$ cat src/rtl/wb_write_buffer.sv
// wb_write_buffer: posted-write FIFO between the data cache Wishbone master and memory.
module wb_write_buffer #(
    parameter int AW    = 12,
    parameter int DEPTH = 4
) (
    input  logic          cpu_clock_i,
    input  logic          cpu_rst_ni,
    input  logic          s_cyc_i,
    input  logic          s_stb_i,
    input  logic          s_we_i,
    input  logic [AW-1:0] s_adr_i,
    input  logic [31:0]   s_dat_i,
    input  logic [3:0]    s_sel_i,
    output logic          s_stall_o,
    output logic          s_ack_o,
    output logic [31:0]   s_dat_o,
    output logic          s_err_o,
    output logic          m_cyc_o,
    output logic          m_stb_o,
    output logic          m_we_o,
    output logic [AW-1:0] m_adr_o,
    output logic [31:0]   m_dat_o,
    output logic [3:0]    m_sel_o,
    input  logic          m_stall_i,
    input  logic          m_ack_i,
    input  logic          m_err_i,
    input  logic [31:0]   m_dat_i,
    output logic          wr_err_o
);
    localparam int PW = $clog2(DEPTH);
    typedef enum logic [1:0] {IDLE, DRAIN, READ} state_t;
    state_t state, state_nx;
    logic [AW-1:0] adr_mem [DEPTH];
    logic [31:0] dat_mem [DEPTH];
    logic [3:0] sel_mem [DEPTH];
    logic [PW-1:0] wr_ptr, rd_ptr;
    logic [PW:0] count;
    logic [AW-1:0] m_adr_q;
    logic [31:0] m_dat_q;
    logic [3:0] m_sel_q;
    logic full, rd, rd_req, push, pop, ack_q, m_cyc_q, m_stb_q, wr_err_q;

    assign full   = count == (PW+1)'(DEPTH);
    assign rd     = state == READ;
    assign rd_req = s_cyc_i & s_stb_i & ~s_we_i;
    assign push   = s_cyc_i & s_stb_i & s_we_i & ~full & ~rd;
    assign pop    = (state == DRAIN) & (m_ack_i | m_err_i);

    always_ff @(posedge cpu_clock_i or negedge cpu_rst_ni) begin
        if (!cpu_rst_ni) state <= IDLE;
        else state <= state_nx;
    end

    // Drain wins over a pending read so reads never overtake buffered writes.
    always_comb begin
        state_nx = state;
        if (state == IDLE) state_nx = |count ? DRAIN : rd_req ? READ : IDLE;
        else if (state == DRAIN) state_nx = (m_ack_i | m_err_i) ? IDLE : DRAIN;
        else if (!s_cyc_i) state_nx = IDLE;
    end

    always_comb begin
        s_stall_o = rd ? (s_stb_i & s_we_i) | m_stall_i : full | rd_req;
        s_ack_o   = rd ? m_ack_i : ack_q;
        s_dat_o   = rd ? m_dat_i : '0;
        s_err_o   = rd & m_err_i;
        m_cyc_o   = rd ? s_cyc_i : m_cyc_q;
        m_stb_o   = rd ? s_stb_i : m_stb_q;
        m_we_o    = m_cyc_q;
        m_adr_o   = rd ? s_adr_i : m_adr_q;
        m_dat_o   = m_dat_q;
        m_sel_o   = rd ? s_sel_i : m_sel_q;
        wr_err_o  = wr_err_q;
    end

    always_ff @(posedge cpu_clock_i) begin
        if (push) begin
            adr_mem[wr_ptr] <= s_adr_i;
            dat_mem[wr_ptr] <= s_dat_i;
            sel_mem[wr_ptr] <= s_sel_i;
        end
    end

    always_ff @(posedge cpu_clock_i or negedge cpu_rst_ni) begin
        if (!cpu_rst_ni) begin
            wr_ptr   <= '0;
            rd_ptr   <= '0;
            count    <= '0;
            ack_q    <= 1'b0;
            wr_err_q <= 1'b0;
            m_cyc_q  <= 1'b0;
            m_stb_q  <= 1'b0;
            m_adr_q  <= '0;
            m_dat_q  <= '0;
            m_sel_q  <= '0;
        end else begin
            ack_q    <= push;
            wr_ptr   <= push ? wr_ptr + PW'(1) : wr_ptr;
            rd_ptr   <= pop ? rd_ptr + PW'(1) : rd_ptr;
            count    <= count + (PW+1)'(push) - (PW+1)'(pop);
            wr_err_q <= wr_err_q | (pop & m_err_i);
            if (state == IDLE && |count) begin
                m_cyc_q <= 1'b1;
                m_stb_q <= 1'b1;
                m_adr_q <= adr_mem[rd_ptr];
                m_dat_q <= dat_mem[rd_ptr];
                m_sel_q <= sel_mem[rd_ptr];
            end else if (state == DRAIN) begin
                m_stb_q <= m_stb_q & m_stall_i & ~m_ack_i & ~m_err_i;
                m_cyc_q <= ~(m_ack_i | m_err_i);
            end
        end
    end
endmodule

$ cat config.mk
export PLATFORM = sky130hd
export DESIGN_NAME = wb_write_buffer
export DESIGN_NICKNAME = d
export VERILOG_FILES = /design/src/rtl/wb_write_buffer.sv
export SDC_FILE = /design/constraint.sdc
export NUM_CORES = 1
export LEC_CHECK = 0
export CORE_MARGIN = 2
export CORE_UTILIZATION = 40
export CTS_CLUSTER_DIAMETER = 50
export CTS_CLUSTER_SIZE = 28
export DETAILED_ROUTE_END_ITERATION = 8
export DONT_BUFFER_PORTS = 1
export PLACE_DENSITY = 0.52
export SYNTH_ARGS = -nofsm -noshare
export SYNTH_HDL_FRONTEND = slang
export SYNTH_SLANG_ARGS = --single-unit
$ cat constraint.sdc
create_clock -name cpu_clock_i -period 8.8 [get_ports cpu_clock_i]
set_clock_uncertainty 0.2 [all_clocks]
set_input_delay 2.2 -clock cpu_clock_i [delete_from_list [all_inputs] [get_ports cpu_clock_i]]
set_output_delay 2.2 -clock cpu_clock_i [all_outputs]
set_load 0.02 [all_outputs]
==> summary.md, run 1 <==
| Metric | Value |
|---|---|
| Status | finished clean |
| Max-slew violation count | 0 |
| Worst Tran Pin Value | 1.15 ns |
| Top delay family on crit path | compound AO/OA/AOI/OAI gates |
| Combinational family with the most area after synthesis | multiplexers |
| IO Count | 175 |
| Via density | 5.27 |
| Worst slew margin relative to its limit | 0.234 |
| Hold path startpoint | m_sel_q[0]$_DFFE_PN0P_ |
| Crit share post-route | 0.610 |
| Antenna violations before repair | 0 |
| I/O Buffers | 0 |
| Post-Synthesis Mean Instance Area | 21.1 um^2 |
| Diodes inserted | 0 |
| Endpoints failing hold | 0 |
| Clock Latency Late Sink | 0.53 ns |
| Clock Pin Slew Worst Setup and Hold Paths | 0.06 ns |
| RSZ-0062 raised after global routing | no |
| Die W | 162 um |
| Required time worst endpoint | 6.40 ns |
| Worst hold margin | 0.306 ns |
| Global-route wire length before repair | 28200 um |
| P per Cell Area | 340 nW/um^2 |
| Post-Route Utilization | 0.458 |
| Filler cells | 2098 |
| Setup_tns | 0 ns |
| Startpoint Class | primary input |
| Worst Reg-to-Reg Cells | 4 |
| Max-capacitance violation count | 0 |
| CTS tree | done |
| Nets | 578 |
| Dpl ws | 3.45 ns |
| Final wirelength | 19200 um |
| Drt first pass iters | 4 |
| M1 GR Usage | 0.177 |
| Setup Buffers After CTS | 0 |
| 1st-iter DRT viols | 195 |
| Flops & latches, synth | 253 |
| Congestion Overflow GR | 0 |
| RR Endpoint | adr_mem[1][2]$_DFFE_PP_ |
| Post-synthesis mux area share | 0.194 |
| Busiest layer in global routing | met2 |
| DIE HEIGHT | 162 um |
| Cells after Synth | 472 |
| Post-CTS Hold Buffers | 0 |
| Peak VDD IR | 0.161 mV |
| CTS root buf | clkbuf_16 |
| H-Tree Depth | 1 |
| GR Util met3 | 0.0506 |
| Setup Crit Path Kind | primary input to primary output |
| Total global-route track usage | 0.144 |
| Critical Path AT | 2.97 ns |
| Post-synthesis compound-gate area fraction | 0.00755 |
| Worst hold endpoint | m_sel_q[0]$_DFFE_PN0P_ |
| CP bufs+invs | 0 |
| GPL Wtd Cong | 0.703 |
| Clk buf depth | 3 |
| Layout cells sized above 1 | 0.352 |
| CP Max Fanout | 4 |
| Final Worst Setup Slack | 3.43 ns |
| Final setup fails | 0 |
| Largest net degree at the start of global routing | 62 |
| Cell area after synthesis | 9940 um^2 |
| Max Fclk | 186 MHz |
| Post-synth cell types | 33 |
| Post-Synth Simple-Gate Area | 0.0331 |
| Via count | 4361 |
| Number of global-route vias before repair | 4677 |
| EDFF count, synth | 192 |
| Met2 Use GR | 0.244 |
| Core footprint | 24400 um^2 |
| DRC viols | 0 |
| Area Overhead vs Synth | 12.4% |
| Synth async-reset ratio | 0.241 |
| CTS Sinks | 253 |
| Setup crit end kind | primary output |
| ANT nets after route | 0 |
| Synth Warn # | 0 |
| R2R Path Start | state[1]$_DFFE_PN0P_ |
| Synth Area in XOR/XNOR | 0.00440 |
| Adder-Cell Fraction of Synth Area | 0.00956 |
| Final HPWL DP | 10700 um |
| Hold depth | 1 |
| Register area share after synthesis | 0.733 |
| Post-CTS resize count | 0 |
| Fin crit period | 5.37 ns |
| Number of cell rows | 57 |
| Power consumption | 0.00380 W |
| Routed wire per std cell | 23.3 um |
| Mapped Nets | 567 |
| Crit path largest cell delay | 0.68 ns |
| R2R Setup Slk | 5.54 ns |
| CP Cell Sequence | nand2_1, o31ai_1 |
| Initial Util | 0.408 |
| CP max stage cell | o31ai_1 |
| TritonCTS buffer count | 26 |
| DIE AREA | 26100 um^2 |
| Top_reg_cell synth | edfxtp_1 |
| Leakage dissipation | 3.86 nW |
| Hold crit path type | register to register |
==> state kept, by name, indices dropped and copies added, names as in the netlist <==
| register | count |
|---|---|
| adr_mem | 48 |
| m_adr_q | 12 |
| ack_q | 1 |
| m_we_o | 1 |
| wr_err_o | 1 |
| state | 2 |
| m_stb_q | 1 |
| m_dat_o | 32 |
| wr_ptr | 2 |
| count | 3 |
| dat_mem | 128 |
| m_sel_q | 4 |
| sel_mem | 16 |
| rd_ptr | 2 |
==> cells in the mapped netlist (3+ instances only) <==
| cell type | n | area [um^2] |
|---|---|---|
| buf_2 | 5 | 25.0 |
| edfxtp_1 | 192 | 5770 |
| mux2_4 | 21 | 315 |
| ha_1 | 6 | 75.1 |
| dfrtp_1 | 61 | 1530 |
| o21ai_0 | 3 | 15.0 |
| mux2_2 | 47 | 529 |
| buf_6 | 6 | 67.6 |
| buf_4 | 5 | 37.5 |
| and2_1 | 37 | 231 |
| xnor2_1 | 3 | 26.3 |
| inv_1 | 7 | 26.3 |
| clkbuf_1 | 6 | 22.5 |
| mux4_2 | 48 | 1080 |
==> metrics by stage <==
| stage | instances | instance area, um^2 |
|---|---|---|
| 6_report | 827 | 11200 |
| 5_1_grt | 827 | 11200 |
| 4_1_cts | 827 | 11200 |
| 3_5_place_dp | 779 | 10300 |
| 3_3_place_gp | 779 | 10300 |
| 2_1_floorplan | 472 | 9940 |
==> cell type report <==
cell class | count | area (um^2) | share of cell area
flip-flops and latches | 253 | 7300 | 0.653
multi-input cells | 189 | 2480 | 0.222
clock buffers | 28 | 679 | 0.0608
well taps | 324 | 405 | 0.0363
clock inverters | 20 | 240 | 0.0215
repair buffers | 6 | 45.0 | 0.00403
inverters | 7 | 26.3 | 0.00235
==> layout by cell type (no fill, tap or decap), types with 3 or more instances in the layout <==
| cell | netlist | routed |
|---|---|---|
| edfxtp_1 | 192 | 192 |
| dfrtp_1 | 61 | 59 |
| mux4_2 | 48 | 48 |
| mux2_2 | 47 | 47 |
| and2_1 | 37 | 33 |
| clkbuf_16 | 0 | 27 |
| mux2_4 | 21 | 21 |
| inv_1 | 7 | 7 |
| ha_1 | 6 | 6 |
| inv_8 | 0 | 6 |
| buf_4 | 5 | 6 |
| and2_2 | 0 | 4 |
| clkinv_8 | 0 | 4 |
| xnor2_1 | 3 | 3 |
| o21ai_0 | 3 | 3 |
| clkinv_4 | 0 | 3 |
| inv_6 | 0 | 3 |
==> where the power goes <==
part,internal (W),leakage [nW],switching (W)
Combinational,0.000516,0.964,0.000425
Sequential,0.00149,2.44,0.000235
Clock,0.000625,0.451,0.000507
Total,0.00263,3.86,0.00117
==> per-layer routing <==
metal | routed length [um] | vias up | part of all wire
met5 | 0 | - | 0
met4 | 515 | 0 | 0.027
met3 | 1520 | 37 | 0.079
met2 | 9500 | 126 | 0.49
met1 | 7700 | 2308 | 0.40
li1 | - | 1890 | -
==> logic make-up (layout without fill, tap and decap cells) <==
logic type | Yosys count | in the layout
flip-flops | 253 | 253
multiplexers | 116 | 116
AND/OR/NAND/NOR | 50 | 50
buffers and inverters | 30 | 61
AO/OA/AOI/OAI | 11 | 11
adder cells (fa/ha/maj) | 7 | 7
XOR/XNOR | 5 | 5
==> worst max path at each step <==
stage,startpoint,end,slack (ns),cells past startpoint
6_report,s_cyc_i,s_stall_o,3.43,2
5_1_grt,s_cyc_i,s_stall_o,3.42,2
4_1_cts,s_cyc_i,s_stall_o,3.45,2
3_5_place_dp,s_cyc_i,s_stall_o,3.45,2
3_3_place_gp,s_cyc_i,s_stall_o,3.46,2
2_1_floorplan,s_cyc_i,s_stall_o,3.53,2
No activity file was read; power rests on OpenSTA's default activity.
==> run 2, diff against run 1 <==
Settings changed: PLACE_DENSITY 0.52 to 0.54.
Clock period 8.8 ns to 4.9 ns, I/O delays scaled along.
==> summary.md, run 2 (synthesis gave the netlist of run 1 again) <==
| Metric | Value |
|---|---|
| Final Cell Area | 11200 um^2 |
| Crit share post-route | 0.795 |
| Net Sw Frac | 0.309 |
| Peak VDD IR | 0.327 mV |
| Worst Reg-to-Reg Cells | 9 |
| Number of global-route vias before repair | 4776 |
| CTS root buf | clkbuf_16 |
| Status | finished clean |
| CTS tree | done |
| Number of cell rows | 57 |
| Via density | 5.21 |
| Worst slew margin relative to its limit | 0.267 |
| H-Tree Depth | 1 |
| Setup crit end kind | primary output |
| Required time worst endpoint | 3.47 ns |
| Area Overhead vs Synth | 12.2% |
| Die W | 162 um |
| Share of power burned in registers | 0.475 |
| CP max stage cell | nor2b_4 |
| Diodes inserted | 0 |
| Drt first pass iters | 5 |
| Max-slew violation count | 0 |
| Worst Tran Pin Value | 1.10 ns |
| ANT nets after route | 0 |
| IO Count | 175 |
| Setup Crit Path Kind | register to primary output |
| Setup Buffers After CTS | 0 |
| Top delay family on crit path | simple AND/OR/NAND/NOR gates |
| Critical Path AT | 2.47 ns |
| RSZ-0062 raised after global routing | no |
| Initial Util | 0.408 |
| Clock Latency Late Sink | 0.53 ns |
| Final Non-Filler Cells | 831 |
| DP Area | 10300 um^2 |
| Post-Route Utilization | 0.457 |
| Clk buf depth | 3 |
| Startpoint Class | register |
| Antenna violations before repair | 0 |
| Crit path largest cell delay | 0.93 ns |
| Most flops, register | dat_mem |
| Nets | 582 |
| GPL Wtd Cong | 0.714 |
| Congestion Overflow GR | 0 |
| Switch Pwr | 0.00208 W |
| I/O Buffers | 0 |
| Via count | 4330 |
| Endpoints failing hold | 0 |
| DIE HEIGHT | 162 um |
| CTS Sinks | 253 |
| Stages on worst setup path | 2 |
| Clock share of power | 0.292 |
| Layout cells sized above 1 | 0.357 |
| Commonest non-fill, non-tap cell in the layout | edfxtp_1 |
| Final setup fails | 0 |
| Clock Pin Slew Worst Setup and Hold Paths | 0.07 ns |
| CP Cell Sequence | nor2b_4, mux2_2 |
| Largest register FFs | 128 |
| Routed wire per std cell | 22.6 um |
| 1st-iter DRT viols | 287 |
| CP bufs+invs | 0 |
| DIE AREA | 26100 um^2 |
| DRC viols | 0 |
| CP Max Fanout | 54 |
| TritonCTS buffer count | 27 |
| Max-capacitance violation count | 0 |
| P per Cell Area | 604 nW/um^2 |
| Combinational share of power | 0.233 |
| Final wirelength | 18800 um |
| Post-placement cell count | 782 |
| Hold crit path type | primary input to asynchronous set/reset pin |
| Cell Int Power | 0.00465 W |
| Final HPWL DP | 11000 um |
| Core footprint | 24400 um^2 |
| Largest net degree at the start of global routing | 62 |
| Post-CTS Hold Buffers | 0 |
| Global-route wire length before repair | 28700 um |
| Max Fclk | 257 MHz |
| Setup_tns | 0 ns |
| Fin crit period | 3.89 ns |
| Post-CTS resize count | 0 |
| Total global-route track usage | 0.145 |
| Filler cells | 2074 |
| Leakage dissipation | 3.84 nW |
| Most frequent cells in the layout | edfxtp_1 (192), dfrtp_1 (59), mux4_2 (48), mux2_2 (47), and2_1 (33) |
==> run 2: cell types whose count changed in the layout (fill, tap and decap cells not counted), moves of 2 or more <==
cell,before,now
buf_4,6,9
clkinv_8,4,2
clkinvlp_4,0,4
inv_6,3,5
==> run 2: path summary, 6_finish.rpt <==
kind	start	to	slack [ns]
worst max-delay path	state[1]$_DFFE_PN0P_	m_adr_o[11]	1.01
worst min-delay path	cpu_rst_ni	m_dat_o[16]$_DFFE_PN0P_	0.19
worst max register to register	state[1]$_DFFE_PN0P_	count[2]$_DFF_PN0_	1.88
worst min register to register	m_sel_q[0]$_DFFE_PN0P_	m_sel_q[0]$_DFFE_PN0P_	0.31
max in group asynchronous	cpu_rst_ni	rd_ptr[0]$_DFFE_PN0P_	4.20
min in group cpu_clock_i	m_sel_q[0]$_DFFE_PN0P_	m_sel_q[0]$_DFFE_PN0P_	0.31
==> run 2: metrics by stage <==
step	hold WS [ns]	setup WS [ns]	power, W
floorplan	0.275	1.39	0.00457
detailed placement	0.293	1.47	0.00486
finish	0.187	1.01	0.00673
CTS	0.165	0.962	0.00686
global placement	0.285	1.49	0.00482
global route	0.155	0.820	0.00709
==> run 2: final cells by class <==
class | instances | area [um^2] | share of cell area
Clock buffer | 27 | 676 | 0.0606
Clock inverter | 22 | 205 | 0.0184
Inverter | 7 | 26.3 | 0.00236
Multi-Input combinational cell | 189 | 2480 | 0.222
Sequential cell | 253 | 7300 | 0.654
Tap cell | 324 | 405 | 0.0363
Timing Repair Buffer | 9 | 67.6 | 0.00606
==> run 2: worst register-to-register path, cell delays in order, from the launching register on <==
cell	delay (ns)
dfrtp_1	0.47
nor2b_4	0.93
nor4b_4	0.20
inv_1	0.11
ha_1	0.13
inv_1	0.04
ha_1	0.18
fa_1	0.37
xnor2_1	0.19
xnor2_1	0.13
==> run 2: power groups by stage <==
stage | Clock, W | Sequential (W) | Combinational (W)
after global routing | 0.00211 | 0.00328 | 0.00171
after detailed placement | 0 | 0.00327 | 0.00159
after global placement | 0 | 0.00325 | 0.00157
final | 0.00196 | 0.00320 | 0.00157
after floorplan | 0 | 0.00302 | 0.00155
after CTS | 0.00203 | 0.00323 | 0.00160
==> run 2: per-layer routing <==
layer | global-route usage | wire length, um | up-vias
met2 | 0.233 | 9020 | 141
met3 | 0.0490 | 1450 | 33
met1 | 0.190 | 7930 | 2275
met4 | 0.0358 | 381 | 0
li1 | - | - | 1881
met5 | 0 | 0 | -
==> run 3, diff against run 2 <==
Clock period 4.9 ns to 3.1 ns, I/O delays scaled along.
==> summary.md, run 3 (synthesis gave the netlist of run 1 again) <==
| Metric | Value |
|---|---|
| Max-capacitance violation count | 0 |
| Core footprint | 24400 um^2 |
| CP Cell Sequence | nor2b_4, buf_12, mux2_2 |
| ANT nets after route | 0 |
| Setup Crit Path Kind | register to primary output |
| Critical Path AT | 1.96 ns |
| P per Cell Area | 962 nW/um^2 |
| Hold crit path type | primary input to register |
| Number of cell rows | 57 |
| Post-CTS resize count | 0 |
| Largest register FFs | 128 |
| TritonCTS buffer count | 27 |
| Setup crit end kind | primary output |
| Diodes inserted | 0 |
| Highest routed layer | met4 |
| IO Count | 175 |
| Post-CTS Hold Buffers | 2 |
| Clock Latency Late Sink | 0.53 ns |
| Most flops, register | dat_mem |
| RSZ-0062 raised after global routing | no |
| Total global-route track usage | 0.145 |
| Met1 WL | 7920 um |
| Antenna violations before repair | 0 |
| DIE AREA | 26100 um^2 |
| Layout cells sized above 1 | 0.362 |
| Setup Buffers After CTS | 0 |
| Final Cell Area | 11300 um^2 |
| Initial Util | 0.408 |
| Via count | 4402 |
| Endpoints failing hold | 0 |
| Fin crit period | 2.94 ns |
| Congestion Overflow GR | 0 |
| Worst slew margin relative to its limit | 0.571 |
| Setup_tns | 0 ns |
| Clk buf depth | 3 |
| Via density | 5.24 |
| 1st-iter DRT viols | 202 |
| Final wirelength | 19200 um |
| Met3 routed WL | 1410 um |
| Area Overhead vs Synth | 13.8% |
| Worst Tran Pin Value | 0.644 ns |
| Leakage dissipation | 3.93 nW |
| DRC viols | 0 |
| Met2 WL post-DR | 9430 um |
| Peak VDD IR | 0.481 mV |
| CTS Sinks | 253 |
| Commonest non-fill, non-tap cell in the layout | edfxtp_1 |
| Max Fclk | 340 MHz |
| CTS tree | done |
| Global-route wire length before repair | 28800 um |
| GPL Wtd Cong | 0.736 |
| Final HPWL DP | 11500 um |
| Die W | 162 um |
| Crit path largest cell delay | 0.46 ns |
| I/O Buffers | 0 |
| DP Area | 10400 um^2 |
| Nets | 591 |
| Startpoint Class | register |
| CTS root buf | clkbuf_16 |
| DIE HEIGHT | 162 um |
| Routed wire per std cell | 22.8 um |
| Drt first pass iters | 4 |
| Most frequent cells in the layout | edfxtp_1 (192), dfrtp_1 (59), mux4_2 (48), mux2_2 (47), and2_1 (33) |
| Required time worst endpoint | 2.12 ns |
| Max-slew violation count | 0 |
| Status | finished clean |
| Final setup fails | 0 |
| Number of global-route vias before repair | 4864 |
| H-Tree Depth | 1 |
| Largest net degree at the start of global routing | 62 |
| Crit share post-route | 0.947 |
| CP Max Fanout | 53 |
| Clock Pin Slew Worst Setup and Hold Paths | 0.07 ns |
| CP max stage cell | dfrtp_1 |
run 3: stage by stage:
step	std cells	setup WS (ns)	power [W]	hold WS, ns	util
2_1_floorplan	472	0.0375	0.00722	0.275	-
3_3_place_gp	789	0.474	0.00774	0.281	0.425
3_5_place_dp	789	0.417	0.00780	0.281	0.425
4_1_cts	840	0.151	0.0111	0.110	0.464
5_1_grt	840	0.0825	0.0114	0.108	0.464
6_report	840	0.163	0.0109	0.133	0.464
run 3: area by class of cell:
class                   instances  area [um^2]
clock inverters                16          181
fillers                      2074        13100
well taps                     324          405
inverters                       7         26.3
clock buffers                  33          718
flip-flops and latches        253         7300
repair buffers                 18          208
multi-input cells             189         2480
run 3: power breakdown:
part	internal, W	total [W]	switching, W
clock	0.00186	0.00321	0.00136
sequential	0.00423	0.00499	0.000764
combinational	0.00155	0.00268	0.00113
run 3: worst max-delay path, delay by kind of cell (launching register included):
family / cells / cell delay (ns)
buffers and inverters: 1 / 0.25
and+or+nand+nor: 1 / 0.26
muxes: 1 / 0.45
DFF: 1 / 0.46
run 3: path summary, 6_finish.rpt:
path | start | to | slack (ns) | depth (start not counted)
max reg2reg | state[1]$_DFFE_PN0P_ | count[2]$_DFF_PN0_ | 0.59 | 9
max in group asynchronous | cpu_rst_ni | rd_ptr[0]$_DFFE_PN0P_ | 1.79 | 2
min | s_dat_i[7] | dat_mem[3][7]$_DFFE_PP_ | 0.13 | 0
min reg2reg | m_adr_q[2]$_DFFE_PN0P_ | m_adr_q[2]$_DFFE_PN0P_ | 0.30 | 1
min in group asynchronous | cpu_rst_ni | m_dat_o[13]$_DFFE_PN0P_ | 0.61 | 2
max | state[1]$_DFFE_PN0P_ | m_adr_o[11] | 0.16 | 3
run 3: per-layer routing:
layer  global-route usage  up-vias
met5                    0        -
met4               0.0374        0
met3               0.0437       34
met2                0.241      139
met1                0.188     2325
li1                     -     1904
==> RTL change 1, RTL diff (config.mk and constraints of run 1) <==
Put a register stage on the output `s_err_o`, cleared by the reset. The value now appears one clock later. The other outputs are not delayed to match.
--- a/src/rtl/wb_write_buffer.sv
+++ b/src/rtl/wb_write_buffer.sv
@@ -29,6 +29,8 @@
 );
     localparam int PW = $clog2(DEPTH);
     typedef enum logic [1:0] {IDLE, DRAIN, READ} state_t;
+
+    logic s_err_d;
     state_t state, state_nx;
     logic [AW-1:0] adr_mem [DEPTH];
     logic [31:0] dat_mem [DEPTH];
@@ -63,7 +65,7 @@
         s_stall_o = rd ? (s_stb_i & s_we_i) | m_stall_i : full | rd_req;
         s_ack_o   = rd ? m_ack_i : ack_q;
         s_dat_o   = rd ? m_dat_i : '0;
-        s_err_o   = rd & m_err_i;
+        s_err_d   = rd & m_err_i;
         m_cyc_o   = rd ? s_cyc_i : m_cyc_q;
         m_stb_o   = rd ? s_stb_i : m_stb_q;
         m_we_o    = m_cyc_q;
@@ -111,5 +113,13 @@
             end
         end
     end
+    always_ff @(posedge cpu_clock_i or negedge cpu_rst_ni) begin
+        if (!cpu_rst_ni) begin
+            s_err_o <= '0;
+        end else begin
+            s_err_o <= s_err_d;
+        end
+    end
+
 endmodule
 
Function: changed (a bounded check fails within 4 cycles, from zero or initial values and one cycle with cpu_rst_ni low).
==> RTL change 1 against run 1 <==
  * Wire length down 0.70%
  * Total power up 1.5%
  * Final area up 0.64%
  * Sequential cell count up 1
  * Non-clock buffer count unchanged
  * Worst setup slack better by 60 ps
  * Synthesized area up 0.25%
  * Largest cell class unchanged
  * Register-to-register slack better by 70 ps
  * First-iteration DRC count down 15%
  * Critical endpoint unchanged
==> RTL change 1: results (changes against run 1) <==
Leakage 3.88 nW (was 3.86 nW); Starting DRT DRC Count 166 (was 195); WL/cell 22.9 um (was 23.3 um); largest cells by area after synthesis edfxtp_1 (58%), dfrtp_1 (16%), mux4_2 (11%) (was edfxtp_1 (58%), dfrtp_1 (15%), mux4_2 (11%)); total track usage 0.147 (was 0.144); outcome completed (unchanged); DR vias/cell 5.13 (was 5.27); Async S/R FF share, synth 0.244 (was 0.241); first-pass GRT wire length 29100 um (was 28200 um); r2r endpoint dat_mem[2][4] (was adr_mem[1][2]); RePlAce Congestion 0.741 (was 0.703); cts bufs inserted 29 (was 26); yosys warns 0 (unchanged); largest net degree at the start of global routing 63 (was 62); Worst-Margin Slew 1170 ps (was 1150 ps); Nets 582 (was 578); Arrival @ worst endpoint 2910 ps (was 2970 ps); internal reg-to-reg setup slack 5610 ps (was 5540 ps); top cells by count, synth edfxtp_1 (192), dfrtp_1 (62), mux4_2 (48) (was edfxtp_1 (192), dfrtp_1 (61), mux4_2 (48)); fill count 2081 (was 2098); Peak VDD IR 0.222 mV (was 0.161 mV); number of global-route vias before repair 4843 (was 4677); post-DP HPWL 10800 um (was 10700 um); clk root buf clkbuf_16 (unchanged); HP Start m_adr_q[3] (was m_sel_q[0]); Mapped Nets 568 (was 567)
==> RTL change 1: cell families after synthesis <==
logic type      Yosys count  share of synthesized area
compound gates           11                    0.00753
flops                   254                      0.734
fa+ha+maj                 7                    0.00954
mux                     116                      0.193
buf+inv                  30                     0.0183
xor+xnor                  5                    0.00439
simple gates             50                     0.0330
==> RTL change 1: worst min-delay path by stage <==
stage and end:
3_3_place_gp m_sel_q[3], 3_5_place_dp m_adr_q[3], 5_1_grt m_adr_q[3], 6_report m_adr_q[3], 2_1_floorplan m_adr_q[0], 4_1_cts m_adr_q[3]
==> RTL change 1: power breakdown <==
group	switching [W]	total, W	internal, W	leakage (nW)
registers	0.000264	0.00176	0.00149	2.46
clock network	0.000482	0.00119	0.000707	0.462
logic	0.000393	0.000907	0.000514	0.964
==> RTL change 1: layer usage <==
metal	track usage	share of wire
met1	0.188	0.42
met2	0.244	0.50
met3	0.0467	0.067
met4	0.0370	0.021
met5	0	0
==> RTL change 1: stage by stage <==
| step | hold WS [ps] | area, um^2 | util | worst slack, ps | cells |
|---|---|---|---|---|---|
| finish | 299 | 11200 | 0.461 | 3490 | 833 |
| global route | 333 | 11200 | 0.461 | 3400 | 833 |
| CTS | 305 | 11200 | 0.461 | 3480 | 833 |
| detailed placement | 290 | 10300 | 0.421 | 3480 | 780 |
| global placement | 285 | 10300 | 0.421 | 3470 | 780 |
| floorplan | 275 | 9970 | - | 3530 | 473 |
==> RTL change 1: area by class of cell <==
class	instances	share of cell area
flip-flops and latches	254	0.651
multi-input cells	189	0.220
clock buffers	31	0.0661
well taps	324	0.0361
clock inverters	22	0.0198
repair buffers	6	0.00401
inverters	7	0.00234
==> RTL change 2, RTL diff (config.mk and constraints of run 1) <==
Without the edit above. Set the parameter `DEPTH` to 8 (it was 4).
--- a/src/rtl/wb_write_buffer.sv
+++ b/src/rtl/wb_write_buffer.sv
@@ -1,7 +1,7 @@
 // wb_write_buffer: posted-write FIFO between the data cache Wishbone master and memory.
 module wb_write_buffer #(
     parameter int AW    = 12,
-    parameter int DEPTH = 4
+    parameter int DEPTH = 8
 ) (
     input  logic          cpu_clock_i,
     input  logic          cpu_rst_ni,
Function: changed (Yosys sat finds a counterexample within 10 cycles, from zero or initial values and one cycle with cpu_rst_ni low).
==> RTL change 2 against run 1 <==
  * Clock power up 77%
  * Final cell count up 100%
  * Worst setup slack better by 98 ps
  * Final area up 81%
  * Utilization down 0.32 points
  * Wire length up 120%
  * Non-clock buffer count up 14
  * Total power up 75%
  * Critical endpoint unchanged
  * Sequential cell count up 195
  * Synthesized area up 82%
  * Sequential share of layout area down 0.29 points
  * Critical path depth unchanged
==> RTL change 2: results (changes against run 1) <==
HP Start m_sel_q[3] (was m_sel_q[0]); largest net degree at the start of global routing 170 (was 62); Slowest-stage cell, CP o21ai_0 (was o31ai_1); cts bufs inserted 45 (was 26); WL/cell 25.2 um (was 23.3 um); fill count 3782 (was 2098); Seq/Total Area, Yosys 0.728 (was 0.733); Starting DRT DRC Count 634 (was 195); Nets 1156 (was 578); clk_lat worst skew 570 ps (was 530 ps); yosys warns 0 (unchanged); dpl ws 3520 ps (was 3450 ps); slew margin rel. 0.160 (was 0.234); largest cells by area after synthesis edfxtp_1 (64%), dfrtp_1 (8.9%), mux2_2 (6.1%) (was edfxtp_1 (58%), dfrtp_1 (15%), mux4_2 (11%)); slowest stage delay, CP 540 ps (was 680 ps); Final Non-Filler Cells 1687 (was 827); post-cts gate resize count 0 (unchanged); post-CTS setup buffer count 0 (unchanged); crit share post-route 0.599 (was 0.610); Largest regs dat_mem: 256 flops, adr_mem: 96 flops; Synth Instances 1058 (was 472); initial antenna violation count 0 (unchanged); Peak VDD IR 0.244 mV (was 0.161 mV); Leakage 6.98 nW (was 3.86 nW); post-DP HPWL 20900 um (was 10700 um); number of flops mapped to enable cells by yosys 384 (was 192); Reg2Reg Launch Point state[0] (was state[1]); Clock transition at path regs 70 ps; area post-placement 18600 um^2 (was 10300 um^2); Async S/R FF share, synth 0.143 (was 0.241); Placed Cells 1604 (was 779); CTS H-tree lvls 2 (was 1); Arrival @ worst endpoint 2870 ps (was 2970 ps); RePlAce Congestion 0.689 (was 0.703); first-pass GRT wire length 62100 um (was 28200 um); drt first pass iters 7 (was 4); top cells by count, synth edfxtp_1 (384), mux2_2 (98), mux2i_1 (96) (was edfxtp_1 (192), dfrtp_1 (61), mux4_2 (48)); vias 9209 (was 4361); outcome completed (unchanged); total track usage 0.181 (was 0.144); unique cell type count in the Yosys netlist 42 (was 33); layout cells sized above 1 0.238 (was 0.352); CP Launch Point s_we_i (was s_cyc_i); number of global-route vias before repair 9316 (was 4677); internal reg-to-reg setup slack 5010 ps (was 5540 ps)
RTL change 2: changes by cell type after synthesis, sizes merged, moves of 21 or more:
| cell | run 1 | this run |
|---|---|---|
| mux2i | 0 | 96 |
| o31ai | 2 | 49 |
| mux4 | 48 | 0 |
| buf | 17 | 38 |
| o22ai | 0 | 48 |
| o21ai | 3 | 52 |
| nand2 | 2 | 60 |
| edfxtp | 192 | 384 |
| clkbuf | 6 | 28 |
| a22o | 0 | 49 |
| mux2 | 68 | 98 |
RTL change 2: path summary, 6_finish.rpt:
| check | end | cells past startpoint |
|---|---|---|
| setup / recovery | s_stall_o | 2 |
| hold / removal | m_sel_q[3] | 2 |
| setup reg to reg | dat_mem[5][24] | 5 |
| hold reg to reg | m_sel_q[3] | 2 |
| max in group asynchronous | m_dat_o[2] | 0 |
| min in group asynchronous | m_dat_o[19] | 0 |
RTL change 2: cells by family after synthesis:
kind of cell    Yosys count  synth area share
flops                   448             0.728
compound gates          205            0.0907
mux                     194             0.114
simple gates            123            0.0341
buf+inv                  73            0.0236
fa+ha+maj                 9           0.00666
xor+xnor                  6           0.00291
RTL change 2: layout make-up:
cell class	instances	area share
clock buffers	51	0.0599
clock inverters	31	0.0170
well taps	592	0.0367
multi-input cells	537	0.227
flip-flops and latches	448	0.650
inverters	7	0.00130
diodes	1	0.000124
repair buffers	20	0.00805
RTL change 2: stage by stage:
| stage | util | hold slack, ps |
|---|---|---|
| after floorplan | - | 271 |
| after global placement | 0.420 | 284 |
| after detailed placement | 0.420 | 290 |
| after CTS | 0.455 | 307 |
| after global routing | 0.455 | 327 |
| final | 0.455 | 302 |
RTL change 2: power by group:
part           switching, W  total [W]  internal [W]
clock network      0.000862    0.00200       0.00113
registers          0.000274    0.00281       0.00254
logic               0.00109    0.00184      0.000750
RTL change 2: routing by layer:
layer / share of wire / GRT usage / vias to the layer above
met4: 0.021 / 0.0548 / 0
met1: 0.44 / 0.242 / 4754
li1: - / - / 4131
met2: 0.48 / 0.298 / 270
met5: 0 / 0 / -
met3: 0.061 / 0.0389 / 54
